File: config.mk
export PLATFORM = sky130hd
export DESIGN_NAME = uart_tx_fifo_drain
export DESIGN_NICKNAME = d
export VERILOG_FILES = /design/src/rtl/uart_tx_fifo_drain.sv
export SDC_FILE = /design/constraint.sdc
export NUM_CORES = 1
export LEC_CHECK = 0
export BUFFER_PORTS_ARGS = -buffer_cell sky130_fd_sc_hd__buf_2
export CORE_MARGIN = 5
export CORE_UTILIZATION = 50
export DETAILED_ROUTE_END_ITERATION = 10
export PLACE_DENSITY = 0.8
export REMOVE_ABC_BUFFERS = 1
export SYNTH_ARGS = -nofsm -noshare
export SYNTH_HDL_FRONTEND = slang
export SYNTH_SLANG_ARGS = --single-unit
File: constraint.sdc
create_clock -name clk -period 3.4 [get_ports clk]
set_input_delay 0.85 -clock clk [delete_from_list [all_inputs] [get_ports clk]]
set_output_delay 0.85 -clock clk [all_outputs]
set_load 0.01 [all_outputs]
File: src/rtl/uart_tx_fifo_drain.sv
// rtl/uart_tx_fifo_drain.sv - 8N1 UART transmitter draining a first-word-fall-through FIFO
// Pops one byte per frame and can launch the next frame in the last stop cycle.
module uart_tx_fifo_drain #(
  parameter int CLK_FREQ   = 100_000_000,
  parameter int BAUD       = 115_200,
  parameter int DATA_WIDTH = 8
) (
  input  logic                  clk,
  input  logic                  reset,
  input  logic                  tx_en,
  input  logic                  fifo_empty,
  input  logic [DATA_WIDTH-1:0] fifo_data,
  output logic                  fifo_pop,
  output logic                  tx,
  output logic                  tx_busy,
  output logic                  tx_done
);

  localparam int DIV = CLK_FREQ / BAUD;
  localparam int BW  = (DIV > 1) ? $clog2(DIV) : 1;
  localparam int IW  = (DATA_WIDTH > 1) ? $clog2(DATA_WIDTH) : 1;
  localparam logic [BW-1:0] BCNT_LAST = BW'(DIV - 1);
  localparam logic [BW-1:0] BCNT_PRE  = BW'(DIV - 2);
  localparam logic [IW-1:0] BIT_LAST  = IW'(DATA_WIDTH - 1);

  generate
    if (DIV < 2) begin : g_div_check
      $error("uart_tx_fifo_drain: CLK_FREQ/BAUD must be at least 2");
    end
  endgenerate

  typedef enum logic [1:0] {
    IDLE  = 2'd0,
    START = 2'd1,
    DATA  = 2'd2,
    STOP  = 2'd3
  } state_t;

  state_t                state;
  logic [BW-1:0]         bcnt;
  logic [IW-1:0]         bit_idx;
  logic [DATA_WIDTH-1:0] shift;
  logic [DATA_WIDTH-1:0] shift_next;
  logic                  bcnt_end;
  logic                  can_launch;

  assign bcnt_end   = (bcnt == BCNT_LAST);
  assign shift_next = shift >> 1;

  // A launch is only possible from IDLE or from the final stop cycle.
  assign can_launch = ~reset & tx_en & ~fifo_empty;
  assign fifo_pop   = can_launch & ((state == IDLE) | ((state == STOP) & bcnt_end));

  always_ff @(posedge clk or posedge reset) begin
    if (reset) begin
      state   <= IDLE;
      bcnt    <= '0;
      bit_idx <= '0;
      shift   <= '0;
      tx      <= 1'b1;
      tx_busy <= 1'b0;
      tx_done <= 1'b0;
    end else begin
      tx_done <= 1'b0;
      unique case (state)
        IDLE: begin
          if (fifo_pop) begin
            shift   <= fifo_data;
            bcnt    <= '0;
            state   <= START;
            tx      <= 1'b0;
            tx_busy <= 1'b1;
          end
        end

        START: begin
          if (bcnt_end) begin
            bcnt    <= '0;
            bit_idx <= '0;
            state   <= DATA;
            tx      <= shift[0];
          end else begin
            bcnt <= bcnt + 1'b1;
          end
        end

        DATA: begin
          if (bcnt_end) begin
            bcnt  <= '0;
            shift <= shift_next;
            if (bit_idx == BIT_LAST) begin
              state <= STOP;
              tx    <= 1'b1;
            end else begin
              bit_idx <= bit_idx + 1'b1;
              tx      <= shift_next[0];
            end
          end else begin
            bcnt <= bcnt + 1'b1;
          end
        end

        STOP: begin
          if (bcnt_end) begin
            bcnt <= '0;
            if (fifo_pop) begin
              shift <= fifo_data;
              state <= START;
              tx    <= 1'b0;
            end else begin
              state   <= IDLE;
              tx_busy <= 1'b0;
            end
          end else begin
            bcnt <= bcnt + 1'b1;
            // Registered so the pulse lands exactly on the last stop cycle.
            if (bcnt == BCNT_PRE) tx_done <= 1'b1;
          end
        end

        default: begin
          state   <= IDLE;
          bcnt    <= '0;
          tx      <= 1'b1;
          tx_busy <= 1'b0;
        end
      endcase
    end
  end

endmodule
# Word level (Yosys, flattened, before mapping)
# Index checks and enable logic that the tools add are counted.
# totals
register_bits	26
inputBits	12
out_inout_bits	4
word_cells	70
# op_classes
addsub	2
eq_ne	13
mux	31
bitwise	7
n_reduce_logical	10
# op_table
operator	n
two-way mux 8 bit	3
case mux 8 bit (3 select lines)	1
== test 10 bit (second input constant)	2
two-way mux 10 bit	2
case mux 10 bit (2 select lines)	1
inequality test 2 bit (second input constant)	7
two-way mux 1 bit	12
adder 10 x 1 -> 10 bit (second input constant)	1
two-way mux 2 bit	5
two-way mux 3 bit	3
case mux 2 bit (4 select lines)	1
AND reduction 4 bit	2
case mux 3 bit (2 select lines)	1
AND reduction 3 bit	2
AND reduction 5 bit	1
AND 1 bit	4
== test 2 bit (second input constant)	2
case mux 1 bit (4 select lines)	1
nonzero test 2 bit	2
adder 3 x 1 -> 3 bit (second input constant)	1
== test 3 bit (second input constant)	1
nonzero test 3 bit	1
OR reduction 3 bit	1
== test 2 x 1 -> 1 bit (second input constant)	1
4 further kinds	5

# Depth between registers and ports, before layout
# Gate-level depths: netlist (run 1).
# logic_depth
word_depth	7
depth_mapped	7
ltp_nobuf	6

# Worst setup path before layout (run 1)
# Ideal clock, no wire load.
# synth_path
kind	input to output
startpoint	in reset
endpoint	out fifo_pop
arrival_ns	1.898
t_required_ns	2.550
slack_ns	0.652
path_stages	4
path_cell_list	nor3b_1 -> nand4_1 -> and2_1 -> inv_1
# synth_via
elab_chain_cells	4
# synth_rtl
element	line	source
start, declared	9	input logic reset,
NOT 1 bit	51	assign can_launch = ~reset & tx_en & ~fifo_empty;
AND 1 bit (2 in series)	51	
AND 1 bit	52	assign fifo_pop = can_launch & ((state == IDLE) | ((state == STOP) & bcnt_end));
end, declared	13	output logic fifo_pop,
# Every way passes these cells.

# Worst setup path in the final report (run 1)
# layout_path
startpoint	reg bcnt[7]
endpoint	out fifo_pop
# layout_via
elab_chain_cells	4
# layout_rtl
element	line	source
start, declared	40	logic [BW-1:0] bcnt;
start signal, assigned	83	bcnt <= bcnt + 1'b1;
start signal, assigned	99	bcnt <= bcnt + 1'b1;
start signal, assigned	115	bcnt <= bcnt + 1'b1;
== test 10 bit	47	assign bcnt_end = (bcnt == BCNT_LAST);
AND 1 bit	52	
OR 1 bit	52	
AND 1 bit	52	
# Every way passes these cells.

==> impl_metrics.toml, run 1 <==
[clock_network]
numCtsBuffers = 3
post_cts_buffers = 0
htree_num_levels = 1
cts_tree = "built"
clock_sinks = 26
max-clock-path-buffers = 2
ctsResizeCount = 0
holdBufCountCts = 0
clkLatencyLatePin_ns = 0.33
cts-root-buf = "clkbuf_4"
clkSlewWorstSetupHoldPaths_ns = 0.15

[place]
pre_cts_ws_ns = 0.5701
dpl.hpwl_mm = 2.576
port_buffers = 15
place_area_sq_um = 1690
gp_congestion = 0.8495

[layout]
diodes = 0
drive_gt1_frac = 0.1270
nFillCells = 290
fin_nets = 211
fin_area_sq_um = 1717
syn2layout_area_growth_pct = 7.947

[logic_synthesis]
syn_inst = 178
synth_common_cells = "dfrtp_1, nand2_1, inv_1, o21ai_0, nor2_1"
synth_area_sq_um = 1590
seq_area_frac_synth = 0.4099
synth_top_area_frac = 0.3934
synth_edf_count = 0
synthDistinctLibCells = 39
yosysWarnings = 0
synth.area.top_cells = "dfrtp_1, ha_1, nand2_1"
yosysMostFrequentCell = "dfrtp_1"
synth-seq-cells = 26
syn_area_per_cell_sq_um = 8.934
synth_top_area_cell = "dfrtp_1"
synth_async_sr_flop_share = 1.000
synth_ff_type = "dfrtp_1"

[sta]
fin_crit_ns = 3.066
fin_skew_ns = 0.01942
finalSetupTns_ns = 0
finalWorstSetupSlack_ns = 0.3339
grt_setup_unrepaired = "false"
slew_violations = 0
hold_ws_ns = 0.4879
fmax_mhz = 326.1
tightest_slew_ns = 1.077
setup_viol = 0
finalCritPeriodShare = 0.9018
hold_viol = 0
slew-limit-headroom = 0.2785

[hold_path]
whs_path_depth = 1
min_from = "bit_idx[0]"
worst_hold_path.endpoint = "bit_idx[0]"
hold_class = "reg -> reg"

[global_routing]
grt_max_degree = 27
grt_pass1_vias = 1331
antenna_found_initial = 0
grt_overflow = 0
grt_pass1_wl_mm = 6.030
gr-usage-all-layers = 0.1749

[detailed_routing]
drtIter0Drc = 73
drcViolationCount = 0
vias = 1417
dr.pass1.iters = 4
antenna_left = 0
routed_wl_mm = 3.538
wire_per_inst_um = 15.18
post_drt_via_cell_ratio = 6.082

[power_and_ir_drop]
p_leak_nw = 0.7997
powerDensity_nw_per_um2 = 836.3
max-vdd-ir-drop_uv = 507.6

[die]
coreArea_sq_um = 3053
num_rows = 20
fp.dieW_um = 66.40
start_util = 0.5209
io_pins = 16
dieArea_sq_um = 4408
die_h_um = 66.40

[setup_path]
cp_data_arrival_time_ns = 2.22
required_ns = 2.55
r2r_end = "shift[0]"
worstPathMaxFanout = 10
path_class = "reg -> out"
rr_worst_depth = 6
endpoint_kind = "primary output"
cp-start-kind = "flop"
reg2reg_setup_slack_ns = 0.71
r2r_start = "state[0]"

[flow_run]
cap_violations = 0

[run_status]
status = "complete, no violations"
state kept, by name, indices dropped and copies added (netlist names):
name	cells
tx	1
bcnt	10
bit_idx	3
shift	8
tx_busy	1
tx_done	1
state	2
logic make-up (layout without fill, tap and decap cells):
group | Yosys count | count (layout) | synth area share
adder cells (fa/ha/maj) | 9 | 9 | 0.07081
AND/OR/NAND/NOR | 58 | 58 | 0.1912
AO/OA/AOI/OAI | 60 | 60 | 0.2581
buffers and inverters | 23 | 34 | 0.05664
flip-flops | 26 | 26 | 0.4099
multiplexers | 2 | 2 | 0.01338
per-stage QoR:
stage	power (W)	cells	utilization
final	0.001436	233	0.5623
after global routing	0.001570	233	0.5623
after CTS	0.001434	233	0.5623
after detailed placement	0.001297	229	0.5537
after global placement	0.001245	229	0.5537
after floorplan	0.001107	169	-
report_power, final:
part / leakage [nW] / internal (W) / switching (W) / total [W]
clock: 0.0150 / 0.0000459 / 0.0000914 / 0.000137
sequential: 0.327 / 0.000436 / 0.000117 / 0.000553
combinational: 0.458 / 0.000307 / 0.000438 / 0.000746
layout make-up:
| cell class | instances | area [sq um] | area share |
|---|---|---|---|
| multi-input combinational | 129 | 848.3 | 0.4942 |
| sequential | 26 | 651.9 | 0.3797 |
| tap | 44 | 55.05 | 0.03207 |
| timing repair buffer | 16 | 82.58 | 0.04810 |
| inverter | 14 | 52.55 | 0.03061 |
| clock buffer | 4 | 26.28 | 0.01531 |
layer usage:
layer | global-route usage | routed length [um]
met1 | 0.2210 | 1564
met2 | 0.2949 | 1795
met3 | 0.02211 | 109
met4 | 0.07868 | 70
met5 | 0 | 0
worst max-delay path, cell delays in order, from the launching register on:
cell and delay, ns:
dfrtp_1 0.50, nor4b_4 0.57, nand4_1 0.34, and2_1 0.27
inv_1 0.08, buf_2 0.13
how the worst max path moves through the flow:
stage               end  slack (ns)  cells past startpoint     from
6_report       fifo_pop        0.33                      5  bcnt[7]
5_1_grt        fifo_pop        0.19                      5  bcnt[7]
4_1_cts        fifo_pop        0.36                      5  bcnt[7]
3_5_place_dp   fifo_pop        0.57                      7    reset
3_3_place_gp   fifo_pop        0.63                      7    reset
2_1_floorplan  fifo_pop        0.65                      4    reset
cell usage in the layout, fill, tap and decap left out, types with 5 or more instances in the layout:
master,n
a31oi_1,10
inv_1,14
a211o_1,5
nand2_1,18
o21ai_0,12
o22ai_1,6
nor2_1,11
ha_1,9
buf_2,15
a21oi_1,8
dfrtp_1,25
Note: power is estimated with default switching activity, not from simulation.
==> run 2, diff against run 1 <==
--- a/config.mk
+++ b/config.mk
@@ -7,9 +7,9 @@
 export LEC_CHECK = 0
 export BUFFER_PORTS_ARGS = -buffer_cell sky130_fd_sc_hd__buf_2
 export CORE_MARGIN = 5
-export CORE_UTILIZATION = 50
+export CORE_UTILIZATION = 55
 export DETAILED_ROUTE_END_ITERATION = 10
-export PLACE_DENSITY = 0.8
+export PLACE_DENSITY = 0.86
 export REMOVE_ABC_BUFFERS = 1
 export SYNTH_ARGS = -nofsm -noshare
 export SYNTH_HDL_FRONTEND = slang
==> impl_metrics.toml, run 2 (synthesis gave the netlist of run 1 again) <==
[sta]
fin_crit_ns = 3.077
finalCritPeriodShare = 0.9050
finalSetupTns_ns = 0
hold_viol = 0
slew-limit-headroom = 0.2685
grt_setup_unrepaired = "false"
slew_violations = 0
fin_skew_ns = 0.008480
setup_viol = 0
fmax_mhz = 325.0
tightest_slew_ns = 1.092

[clock_network]
clkSlewWorstSetupHoldPaths_ns = 0.14
clock_sinks = 26
numCtsBuffers = 3
htree_num_levels = 1
cts-root-buf = "clkbuf_4"
holdBufCountCts = 0
ctsResizeCount = 0
post_cts_buffers = 0
cts_tree = "built"
max-clock-path-buffers = 2
clkLatencyLatePin_ns = 0.33

[global_routing]
use_met1 = 0.2368
met3_usage = 0.01576
grt_pass1_vias = 1405
top_usage_layer = "met2"
met2_usage = 0.3185
grt_overflow = 0
antenna_found_initial = 0
grt_pass1_wl_mm = 6.251
grt_max_degree = 27
gr-usage-all-layers = 0.1853

[layout]
diodes = 0
largest_register_ffs = 10
fin_nets = 211
layout_commonest_cell = "dfrtp_1"
instances_no_fill = 220
final_cell_mix = "dfrtp_1, nand2_1, buf_2, inv_1, o21ai_0"
drive_gt1_frac = 0.1270
regMostFlops = "bcnt"
syn2layout_area_growth_pct = 6.924
reg_top3 = "bcnt: 10 flops, shift: 8 flops, bit_idx: 3 flops"

[die]
start_util = 0.5767
io_pins = 16
fp.dieW_um = 63.77
num_rows = 19
coreArea_sq_um = 2758
dieArea_sq_um = 4067
die_h_um = 63.77

[setup_path]
worstPathMaxFanout = 10
required_ns = 2.55
endpoint_kind = "primary output"
cp-start-kind = "flop"
cp_data_arrival_time_ns = 2.23
path_class = "reg -> out"

[power_and_ir_drop]
p_leak_nw = 0.7997
max-vdd-ir-drop_uv = 681.0
powerDensity_nw_per_um2 = 843.7

[detailed_routing]
drtIter0Drc = 68
dr.pass1.iters = 4
vias = 1390
wire_per_inst_um = 15.49
post_drt_via_cell_ratio = 6.318
antenna_left = 0
routed_wl_mm = 3.407
drcViolationCount = 0

[place]
place_inst = 216
port_buffers = 15
gp_congestion = 0.8520
dpl.hpwl_mm = 2.459

[flow_run]
cap_violations = 0

[run_status]
status = "complete, no violations"

[hold_path]
hold_class = "reg -> reg"
-- run 2: worst paths after layout --
check                                start          to  slack (ns)  cells past startpoint
min in group asynchronous            reset    state[0]        0.73                      2
worst max register to register    state[0]    shift[3]        0.75                      6
worst min-delay path            bit_idx[0]  bit_idx[0]        0.49                      1
worst max-delay path               bcnt[7]    fifo_pop        0.32                      5
max in group asynchronous            reset    shift[4]        2.06                      2
worst min register to register  bit_idx[0]  bit_idx[0]        0.49                      1
-- run 2: metrics by stage --
step	hold WS [ns]	util	cell area [sq um]	total power (W)	setup WS [ns]
after floorplan	0.4456	-	1553	0.001107	0.6524
after global placement	0.4752	0.6071	1674	0.001238	0.6512
after detailed placement	0.4798	0.6071	1674	0.001290	0.5781
after CTS	0.4971	0.6166	1700	0.001426	0.3866
after global routing	0.5254	0.6166	1700	0.001579	0.2163
final	0.4911	0.6166	1700	0.001435	0.3230
-- run 2: layout make-up --
class	instances	area, sq um
fill	243	1057
multi-input combinational	129	848.3
sequential	26	651.9
timing repair buffer	16	82.58
inverter	14	52.55
tap	31	38.79
clock buffer	4	26.28
-- run 2: power by group --
group	internal, W	switching [W]
registers	0.000436	0.000120
clock network	0.0000461	0.0000932
logic	0.000306	0.000433
total	0.000788	0.000646
-- run 2: critical path, cell delays in order (launching register included) --
cell     delay, ns
dfrtp_1       0.49
nor4b_4       0.59
nand4_1       0.37
and2_1        0.26
inv_1         0.06
buf_2         0.13
-- run 2: routing by layer --
metal	wire, um	vias up
met1	1595	664
li1	-	689
met4	36	0
met3	83	5
met5	0	-
met2	1692	32
==> run 3, diff against run 2 <==
--- a/config.mk
+++ b/config.mk
@@ -10,7 +10,7 @@
 export CORE_UTILIZATION = 55
 export DETAILED_ROUTE_END_ITERATION = 10
 export PLACE_DENSITY = 0.86
-export REMOVE_ABC_BUFFERS = 1
+export SETUP_SLACK_MARGIN = 0.15
 export SYNTH_ARGS = -nofsm -noshare
 export SYNTH_HDL_FRONTEND = slang
 export SYNTH_SLANG_ARGS = --single-unit
==> impl_metrics.toml, run 3 (synthesis gave the netlist of run 1 again) <==
[setup_path]
path_class = "reg -> out"
required_ns = 2.55
path_delay_family = "simple AND/OR/NAND/NOR gates"
critPathMaxStageDelay_ns = 0.55
cp-start-kind = "flop"
crit_slowest_cell = "nor4b_4"
r2r_start = "state[0]"
rr_worst_depth = 6
worstPathCellList = "nor4b_4 -> nand4_1 -> and2_1 -> inv_1 -> buf_2"
worstPathMaxFanout = 10
r2r_end = "shift[0]"
reg2reg_setup_slack_ns = 0.74
crit_buf_inv = 2
cp_data_arrival_time_ns = 2.15
endpoint_kind = "primary output"

[clock_network]
clkSlewWorstSetupHoldPaths_ns = 0.14
numCtsBuffers = 3
cts-root-buf = "clkbuf_4"
holdBufCountCts = 0
cts_tree = "built"
post_cts_buffers = 0
max-clock-path-buffers = 2
clkLatencyLatePin_ns = 0.33
ctsResizeCount = 0
clock_sinks = 26
htree_num_levels = 1

[sta]
slew_violations = 0
slew-limit-headroom = 0.2725
setup_viol = 0
grt_setup_unrepaired = "false"
fin_crit_ns = 3.001
hold_viol = 0
fin_skew_ns = 0.01001
fmax_mhz = 333.2
hold_ws_ns = 0.5017
finalCritPeriodShare = 0.8826
tightest_slew_ns = 1.086
finalSetupTns_ns = 0

[die]
num_rows = 19
start_util = 0.5767
io_pins = 16
coreArea_sq_um = 2758
die_h_um = 63.77
fp.dieW_um = 63.77
dieArea_sq_um = 4067

[layout]
diodes = 0
final_cell_mix = "dfrtp_1, nand2_1, buf_2, inv_1, o21ai_0"
multi_input_area_sq_um = 848.3
fin_area_sq_um = 1727
largest_register_ffs = 10
layout_commonest_cell = "dfrtp_1"
regArea_sq_um = 651.9
syn2layout_area_growth_pct = 8.576
fin_nets = 211
reg_top3 = "bcnt: 10 flops, shift: 8 flops, bit_idx: 3 flops"
drive_gt1_frac = 0.1323
nFillCells = 230
regMostFlops = "bcnt"
instances_no_fill = 220

[place]
gp_congestion = 0.8244
place_inst = 216
port_buffers = 15
place_area_sq_um = 1674
dpl.hpwl_mm = 2.433

[detailed_routing]
highest-signal-layer = "met4"
drcViolationCount = 0
wl_met3_um = 161
drtIter0Drc = 74
post_drt_via_cell_ratio = 6.250
antenna_left = 0
wire_per_inst_um = 15.25
vias = 1375
dr.pass1.iters = 4
met1_length_mm = 1.543
routed_wl_mm = 3.356
dr_wl_met2_mm = 1.589

[logic_synthesis]
synthesis.nets = 199

[global_routing]
grt_max_degree = 27
antenna_found_initial = 0
grt_pass1_vias = 1455
grt_overflow = 0
grt_pass1_wl_mm = 6.161
gr-usage-all-layers = 0.1846

[power_and_ir_drop]
powerDensity_nw_per_um2 = 876.2
p_leak_nw = 0.8127
max-vdd-ir-drop_uv = 786.7

[hold_path]
hold_class = "reg -> reg"
min_from = "bcnt[9]"
whs_path_depth = 1
worst_hold_path.endpoint = "bcnt[9]"

[run_status]
status = "complete, no violations"

[flow_run]
cap_violations = 0
## run 3: metrics by stage
step	worst slack [ns]	util	power (W)
final	0.3991	0.6261	0.001513
after global routing	0.1961	0.6261	0.001660
after CTS	0.4236	0.6261	0.001505
after detailed placement	0.6116	0.6071	0.001289
after global placement	0.6561	0.6071	0.001246
after floorplan	0.6524	-	0.001127
## run 3: where the power goes
part | internal (W) | total (W) | switching [W]
Sequential | 0.000436 | 0.000557 | 0.000122
Combinational | 0.000308 | 0.000741 | 0.000433
Clock | 0.000119 | 0.000215 | 0.0000956
Total | 0.000863 | 0.00151 | 0.000650
## run 3: cell type report
cell class / instances / share of cell area
clock buffer: 3 / 0.01304
clock inverter: 1 / 0.01739
inverter: 14 / 0.03043
multi-input combinational: 129 / 0.4913
sequential: 26 / 0.3775
tap: 31 / 0.02246
timing repair buffer: 16 / 0.04783
## run 3: how the worst max path moves through the flow
stage | from | endpoint | cells past startpoint
3_3_place_gp | reset | fifo_pop | 7
4_1_cts | bcnt[7] | fifo_pop | 5
6_report | bcnt[7] | fifo_pop | 5
3_5_place_dp | reset | fifo_pop | 7
5_1_grt | bcnt[7] | fifo_pop | 5
2_1_floorplan | reset | fifo_pop | 4
## run 3: worst register-to-register path, stage by stage (launching register included)
cell	delay, ns
dfrtp_1	0.44
inv_1	0.14
ha_1	0.67
nor3_1	0.21
a31oi_1	0.59
a2111oi_0	0.19
a311o_1	0.32
## run 3: routing by layer
layer	track usage	vias up
li1	-	687
met1	0.2299	633
met2	0.3046	49
met3	0.03327	6
met4	0.09610	0
met5	0	-
